`src/rtl/rdma_sq_arbiter_pkg.sv`:
```
// Shared RDMA types and sizes (lynxTypes) used by the SQ arbiter and its selector.
package lynxTypes;

    localparam int RDMA_REQ_BITS        = 64;
    localparam int RDMA_MAX_OUTSTANDING = 16;
    localparam int N_REGIONS            = 4;
    localparam int RDMA_ARB_CNT_BITS    = 8;

    typedef enum logic {
        ST_EMPTY = 1'b0,
        ST_FULL  = 1'b1
    } arb_state_t;

endpackage

```
`src/rtl/rdma_sq_arbiter_rr_sel.sv`:
```
// Rotating-priority selector: the first eligible index at or after i_ptr wins,
// wrapping modulo N.
module rdma_rr_sel #(
    parameter int N = 4,
    parameter int W = $clog2(N)
) (
    input  logic [N-1:0] i_elig,
    input  logic [W-1:0] i_ptr,
    output logic [N-1:0] o_grant,
    output logic [W-1:0] o_idx,
    output logic         o_any
);

    logic [W-1:0] w_j;

    // Scan from the farthest offset down so the nearest eligible index is written last.
    always_comb begin
        o_idx   = '0;
        o_any   = 1'b0;
        o_grant = '0;
        w_j     = '0;
        for (int k = N - 1; k >= 0; k--) begin
            w_j = i_ptr + W'(k);
            if (i_elig[w_j]) begin
                o_idx = w_j;
                o_any = 1'b1;
            end
        end
        if (o_any) begin
            o_grant[o_idx] = 1'b1;
        end
    end

endmodule

```
`src/rtl/rdma_sq_arbiter.sv`:
```
// Round-robin SQ command arbiter with per-requester outstanding credits.
// Optional per-requester stats counters when RDMA_SQ_ARB_STATS_EN is defined.
module rdma_sq_arbiter
    import lynxTypes::*;
#(
    parameter int N_REQ    = N_REGIONS,
    parameter int REQ_BITS = RDMA_REQ_BITS,
    parameter int MAX_OUT  = RDMA_MAX_OUTSTANDING,
    parameter int W        = $clog2(N_REQ)
) (
    input  logic                          nclk,
    input  logic                          nreset,
    input  logic [N_REQ-1:0]              s_sq_valid,
    output logic [N_REQ-1:0]              s_sq_ready,
    input  logic [N_REQ*REQ_BITS-1:0]     s_sq_data,
    output logic                          m_sq_valid,
    input  logic                          m_sq_ready,
    output logic [REQ_BITS-1:0]           m_sq_data,
    output logic [W-1:0]                  m_sq_id,
    input  logic                          s_ack_valid,
    input  logic [W-1:0]                  s_ack_id,
    input  logic                          s_ack_nak,
    output logic [N_REQ-1:0]              nak_flag,
    output logic                          err_underflow,
    output logic [N_REQ*RDMA_ARB_CNT_BITS-1:0] out_cnt
`ifdef RDMA_SQ_ARB_STATS_EN
    ,
    output logic [N_REQ*32-1:0]           stat_issued,
    output logic [N_REQ*32-1:0]           stat_stall
`endif
);

    localparam int CB = RDMA_ARB_CNT_BITS;
    localparam logic [CB-1:0] MAX_OUT_C = CB'(MAX_OUT);

    arb_state_t          r_state;
    arb_state_t          w_state_nxt;
    logic [W-1:0]        r_rr_ptr;
    logic [REQ_BITS-1:0] r_data;
    logic [W-1:0]        r_id;
    logic [CB-1:0]       r_cnt [N_REQ];
    logic [N_REQ-1:0]    r_nak;
    logic                r_underflow;

    logic [N_REQ-1:0]    w_elig;
    logic [N_REQ-1:0]    w_grant;
    logic [W-1:0]        w_idx;
    logic                w_any;
    logic                w_accept;
    logic [REQ_BITS-1:0] w_req_data [N_REQ];

    for (genvar g = 0; g < N_REQ; g++) begin : g_req
        assign w_elig[g]                = s_sq_valid[g] && (r_cnt[g] < MAX_OUT_C);
        assign w_req_data[g]            = s_sq_data[g*REQ_BITS +: REQ_BITS];
        assign out_cnt[g*CB +: CB]      = r_cnt[g];
    end

    rdma_rr_sel #(.N(N_REQ), .W(W)) u_sel (
        .i_elig  (w_elig),
        .i_ptr   (r_rr_ptr),
        .o_grant (w_grant),
        .o_idx   (w_idx),
        .o_any   (w_any)
    );

    // A slot is free when empty, or when the held command leaves this cycle.
    assign w_accept   = w_any && ((r_state == ST_EMPTY) || m_sq_ready);
    assign s_sq_ready = w_accept ? w_grant : '0;
    assign m_sq_valid = (r_state == ST_FULL);
    assign m_sq_data  = r_data;
    assign m_sq_id    = r_id;
    assign nak_flag   = r_nak;
    assign err_underflow = r_underflow;

    always_comb begin
        w_state_nxt = r_state;
        case (r_state)
            ST_EMPTY: if (w_accept) w_state_nxt = ST_FULL;
            ST_FULL:  if (m_sq_ready) w_state_nxt = w_any ? ST_FULL : ST_EMPTY;
            default:  w_state_nxt = ST_EMPTY;
        endcase
    end

    always_ff @(posedge nclk) begin
        if (nreset) begin
            r_state  <= ST_EMPTY;
            r_rr_ptr <= '0;
            r_data   <= '0;
            r_id     <= '0;
        end else begin
            r_state <= w_state_nxt;
            if (w_accept) begin
                r_data   <= w_req_data[w_idx];
                r_id     <= w_idx;
                r_rr_ptr <= w_idx + W'(1);
            end
        end
    end

    // A retire that coincides with an accept on the same requester nets to zero
    // and is not an underflow, since the accepted command backs it.
    always_ff @(posedge nclk) begin
        if (nreset) begin
            for (int i = 0; i < N_REQ; i++) r_cnt[i] <= '0;
            r_nak       <= '0;
            r_underflow <= 1'b0;
        end else begin
            for (int i = 0; i < N_REQ; i++) begin
                if (w_accept && (w_idx == W'(i))) begin
                    if (!(s_ack_valid && (s_ack_id == W'(i)))) begin
                        r_cnt[i] <= r_cnt[i] + CB'(1);
                    end
                end else if (s_ack_valid && (s_ack_id == W'(i))) begin
                    if (r_cnt[i] != '0) begin
                        r_cnt[i] <= r_cnt[i] - CB'(1);
                    end else begin
                        r_underflow <= 1'b1;
                    end
                end
                if (s_ack_valid && s_ack_nak && (s_ack_id == W'(i))) begin
                    r_nak[i] <= 1'b1;
                end
            end
        end
    end

`ifdef RDMA_SQ_ARB_STATS_EN
    logic [31:0] r_issued [N_REQ];
    logic [31:0] r_stall  [N_REQ];

    for (genvar g = 0; g < N_REQ; g++) begin : g_stat
        assign stat_issued[g*32 +: 32] = r_issued[g];
        assign stat_stall[g*32 +: 32]  = r_stall[g];
    end

    always_ff @(posedge nclk) begin
        if (nreset) begin
            for (int i = 0; i < N_REQ; i++) begin
                r_issued[i] <= '0;
                r_stall[i]  <= '0;
            end
        end else begin
            for (int i = 0; i < N_REQ; i++) begin
                if (w_accept && (w_idx == W'(i))) r_issued[i] <= r_issued[i] + 32'd1;
                if (s_sq_valid[i] && (r_cnt[i] == MAX_OUT_C)) r_stall[i] <= r_stall[i] + 32'd1;
            end
        end
    end
`endif

endmodule

```
`config.mk`:
```
export PLATFORM = sky130hd
export DESIGN_NAME = rdma_sq_arbiter
export DESIGN_NICKNAME = d
export VERILOG_FILES = /design/src/rtl/rdma_sq_arbiter_pkg.sv /design/src/rtl/rdma_sq_arbiter_rr_sel.sv /design/src/rtl/rdma_sq_arbiter.sv
export SDC_FILE = /design/constraint.sdc
export NUM_CORES = 1
export LEC_CHECK = 0
export CAP_MARGIN = 20
export CORE_ASPECT_RATIO = 2
export CORE_MARGIN = 2
export CORE_UTILIZATION = 30
export CTS_CLUSTER_DIAMETER = 40
export DETAILED_ROUTE_END_ITERATION = 16
export GPL_TIMING_DRIVEN = 0
export PLACE_DENSITY_LB_ADDON = 0.12
export RECOVER_POWER = 25
export SLEW_MARGIN = 20
export SYNTH_ARGS = -nofsm -noshare
export SYNTH_HDL_FRONTEND = slang
export SYNTH_SLANG_ARGS = --single-unit
```
`constraint.sdc`:
```
create_clock -name nclk -period 7.81 [get_ports nclk]
set_input_delay 0.781 -clock nclk [delete_from_list [all_inputs] [get_ports nclk]]
set_output_delay 0.781 -clock nclk [all_outputs]
set_load 0.005 [all_outputs]
```
Word level (Yosys, flattened, before mapping)
Memories as Yosys holds them, arrays and structs flattened.
Index checks and enable logic that the tools add are counted.
Cells by class
  bitwise gates (word level): 10
  equality and inequality tests: 6
  add/subtract/negate cells: 12
  $lt $le $gt $ge: 11
  muxes and demuxes: 85
  reductions and logical operators: 26
Operators with widths (count)
  $bmux 64 s2: 1
  $mux 64: 2
  $mux 8: 8
  $mux 1: 62
  $add 8x1->8 const B: 4
  $lt 8x5->1 const B: 4
  $reduce_bool 8->1: 4
  $sub 8x1->8 const B: 4
  $logic_and 1x1->1: 19
  $lt 2x3->1 const B: 5
  $bmux 1 s2: 4
  $eq 2x2->1 const B: 4
  $mux 2: 4
  $mux 4: 2
  $or 1x1->1: 8
  $add 2x1->2 const B: 2
  $add 2x2->2 const B: 2
  $eq 2x1->1 const B: 2
  $logic_not 2->1: 2
  $ge 3x3->1 const B: 1
  $not 2->3: 1
  $demux 1 s2: 1
  $ge 2x1->1 const B: 1
  $pmux 1 s2: 1
  2 further kinds: 2
Word-level totals
  logic and storage cells: 160
  output and inout bits: 108
  memories: 1
  register bits after elaboration: 74
  memory bits (writable): 32
Memories
  r_cnt: words 4, width 8, read ports 4, clocked after Yosys merged registers in 0, write ports 4, RTL line rdma_sq_arbiter.sv:41  | logic [CB-1:0] r_cnt [N_REQ];

Longest topological paths before layout
  depth in word-level cells: 20
  mapped depth: 18
  gate-level depth less buffers: 16

Modules after synthesis
Synthesis repeated with hierarchy kept, for this count alone.
Unflattened totals
  cell total of the unflattened synthesis: 705
  area, all modules: 6865.3 um^2
Modules (own cells, without submodules)
  rdma_sq_arbiter: cells an instance 677, times used 1, area each 6688.9 um^2
  rdma_rr_sel: cells an instance 28, times used 1, area each 176.4 um^2

Worst setup path after synthesis
OpenSTA, ideal clock, no wires.
  path kind: flip-flop to flip-flop
  from: mem r_cnt[2][7] (netlist name)
  to: mem r_cnt[1][7] (netlist name) (data pin)
  cell stages (with the launch flop): 19
  clock period less this slack: 4.410 ns
  path slack: 3.400 ns
  data arrival time: 4.155 ns
  path buffers: 2
  cells stage by stage: edfxtp_1 > or4_4 > or2_1 > buf_6 > a221o_1 > a21oi_1 > buf_2 > inv_2 > ha_1 > a211o_1 > nand2b_1 > inv_1 > ha_1 > a21o_1 > a211oi_1 > o21ai_0 > and3_1 > o21ba_2 > o21a_1
RTL lines (RTL line)
  start, declared: rdma_sq_arbiter.sv:41

==> flow_summary_export.csv <==
group,metric,value,unit
placement,gp_congestion,1.02,
setup_path,critPathKind,"register to register",
sta,rsz0062_at_grt,"false",
power,power.internal,1.24,mW
cts,cts_tree,"done",
power,clockPowerShare,0.251,
sta,skew,0.00721,ns
synth,yosys.cell_types.count,61,
power,power,1.80,mW
grt,grt_pass1_vias,7345,
grt,track_usage,0.245,
power,ir_drop,0.102,mV
route,wl_per_cell,21.2,um
grt,overflow,0,
route,vias_per_cell,5.13,
setup_path,cp-startpoint,"r_cnt[1][6]",
sta,fmax,191,MHz
die,start_util,0.303,
die,die-area,0.0234,mm2
cts,clock_path_buffers,2,
job,cap_violations,0,
sta,fin_ws,2.58,ns
synth,synth_ff_type,"dfxtp_1",
grt,grt_pass1_wl,42600,um
synth,ys_warn_count,0,
grt,antenna_found_initial,9,
run_status,status,"finished clean",
final_layout,layout.cells.non_filler,1359,
die,io_pins,375,
route,first_pass_iters,5,
placement,io_buffers,373,
sta,hold_ws,0.456,ns
power,pwr-share-seq,0.387,
die,rows,77,
die,chipHeight,214,um
die,core,0.0220,mm2
cts,cts_resized,0,
synth,ys_seq_elements,106,
hold_path,hp-class,"register to register",
sta,finalSetupTns,0,ns
power,leakagePower,4.16,nW
final_layout,fin_util,0.502,
setup_path,end_kind,"register",
sta,worstMarginPinSlew,0.941,ns
sta,fin_crit_sh,0.669,
synth,synth_area,0.00665,mm2
sta,finalSetupViolations,0,
synth,seq_area_frac_synth,0.368,
route,drt_iter0_markers,236,
power,power_frac_comb,0.361,
setup_path,r2r_slack,2.58,ns
die,die_x,109,um
power,switching_share,0.311,
setup_path,rr_worst_depth,14,
synth,netlist_instances,689,
cts,cts-root-buf,"clkbuf_16",
grt,grt_max_degree,17,
cts,holdBufCountCts,0,
sta,slew_violations,0,
placement,placed_area,0.0107,mm2
final_layout,layout.nets,1366,
cts,post-cts-setup-buffers,0,
final_layout,syn_to_final_growth,65.9,%
cts,htreeDepth,3,
setup_path,worstPathArrival,5.43,ns
sta,hold_violations,0,
route,top_layer_used,"met5",
cts,clkLatencyLatePin,0.36,ns
route,dr_wl_met2,16000,um
cts,path_clk_slew,0.07,ns
setup_path,crit_path_end,"r_cnt[0][7]",
placement,dp_cells,1338,
final_layout,layout-drive-gt1-share,0.0427,
synth,syn_nets,982,
route,wl_met3,2230,um
setup_path,critPathMaxFanout,10,
power,p_sw,560,uW
setup_path,r2r_end,"r_cnt[0][7]",
power,cellPowerDensity,163,mW/mm2
route,m1WireLength,9360,um
route,vias,6974,
setup_path,timing.rr.start,"r_cnt[1][6]",
setup_path,worstSetupStartpointType,"register",
synth,synth-edff-count,32,
route,wl,28800,um
setup_path,cp.required,8.01,ns
synth,syn_avg_cell_area,9.64,um2
placement,hpwl,24100,um
final_layout,fin_area,0.0110,mm2
cts,cts.sinks,106,
sta,layout_min_cycle_time,5.23,ns
cts,numCtsBuffers,9,
sta,relSlewSlack,0.370,
placement,place_ws,2.50,ns
route,drc,0,
synth,async_reset_ff_frac,0,
route,postRouteAntennaNets,0,
-- placed cells by master (no fill, tap or decap), types with 3 or more instances in the layout --
| master | instances |
|---|---|
| a211oi_1 | 8 |
| a21boi_0 | 5 |
| a21o_1 | 5 |
| a21oi_1 | 19 |
| and2_1 | 3 |
| and3_1 | 7 |
| buf_2 | 7 |
| buf_4 | 4 |
| buf_6 | 7 |
| clkbuf_1 | 26 |
| clkbuf_16 | 10 |
| clkdlybuf4s50_1 | 312 |
| dfxtp_1 | 74 |
| diode_2 | 5 |
| dlygate4sd3_1 | 61 |
| edfxtp_1 | 32 |
| fa_1 | 3 |
| ha_1 | 23 |
| inv_1 | 25 |
| mux2i_1 | 129 |
| nand2_1 | 78 |
| nand2b_1 | 5 |
| nand3_1 | 10 |
| nand3b_1 | 3 |
| nor2_1 | 41 |
| nor2b_1 | 9 |
| nor3_1 | 15 |
| nor3b_1 | 5 |
| nor4_1 | 4 |
| o2111ai_1 | 3 |
| o211ai_1 | 3 |
| o21a_1 | 4 |
| o21ai_0 | 16 |
| o21ba_2 | 3 |
| o221ai_1 | 64 |
| or3_1 | 4 |
| or4_1 | 3 |
| xor2_1 | 9 |
-- logic make-up (layout without fill, tap and decap cells) --
logic type,after synthesis,in the layout,share of synthesized area
DFF,106,106,0.368
AOI/OAI and AO/OA,153,153,0.182
adders and majority gates,26,26,0.0523
other,0,5,0
buffers and inverters,69,458,0.0505
and+or+nand+nor,195,195,0.138
muxes,129,129,0.194
xor gates and xnor gates,11,11,0.0145
-- worst max-delay path, stage by stage, from the launching register on --
cell,delay [ns]
edfxtp_1,0.44
nor4_1,0.76
and2_1,0.32
nor2_1,0.12
a31o_1,0.28
o311ai_1,0.67
buf_2,0.35
nor2_1,0.17
ha_1,0.33
a21oi_1,0.18
o211ai_1,0.14
a2111oi_0,0.65
nor3b_1,0.15
or3_1,0.37
o22ai_1,0.12
-- synth_stat cells, types with 5 or more instances --
master,count,area (um2)
and3_1,7,43.8
a21o_1,5,37.5
xor2_1,9,78.8
buf_2,7,35.0
edfxtp_1,32,961
nor2_1,41,154
nand2_1,78,293
nand3_1,10,50.1
nand2b_1,5,31.3
mux2i_1,129,1290
nor2b_1,9,56.3
a21oi_1,19,95.1
a211oi_1,8,60.1
nor3_1,15,75.1
buf_6,7,78.8
ha_1,23,288
nor3b_1,5,37.5
a21boi_0,5,37.5
inv_1,25,93.8
dfxtp_1,74,1480
o21ai_0,16,80.1
clkbuf_1,24,90.1
o221ai_1,64,561
-- area by class of cell --
cell class	count	area, um2
fillers	2133	10900
multi-input cells	514	3870
clock buffers	12	258
repair buffers	373	3730
plain buffers	43	238
well taps	276	345
clock inverters	4	23.8
diodes	5	12.5
flip-flops and latches	106	2440
inverters	26	97.6
-- worst min-delay path by stage --
stage                              from             to  cells past startpoint
after floorplan              m_sq_id[1]     m_sq_id[1]                      2
after global placement    m_sq_data[61]  m_sq_data[61]                      2
after detailed placement  m_sq_data[15]  m_sq_data[15]                      2
after CTS                    m_sq_id[1]     m_sq_id[1]                      2
after global routing      m_sq_data[20]  m_sq_data[20]                      2
final                        m_sq_id[1]     m_sq_id[1]                      2
-- registers in the layout, summed over array words and instances, names as in the netlist --
register,flops
r_cnt,32
m_sq_data,64
m_sq_id,2
r_rr_ptr,2
m_sq_valid,1
nak_flag,4
err_underflow,1
-- power by group through the flow --
stage | clock (mW) | combinational (mW) | sequential, mW
floorplan | 0 | 0.281 | 0.706
global placement | 0 | 0.671 | 0.710
detailed placement | 0 | 0.675 | 0.711
CTS | 0.469 | 0.677 | 0.701
global route | 0.483 | 0.704 | 0.708
finish | 0.453 | 0.651 | 0.698
-- routing by layer --
metal | up-vias | GRT usage
li1 | 3381 | -
met1 | 3224 | 0.234
met2 | 309 | 0.465
met3 | 52 | 0.0696
met4 | 8 | 0.114
met5 | - | 0
Note: power is estimated with default switching activity, not from simulation.
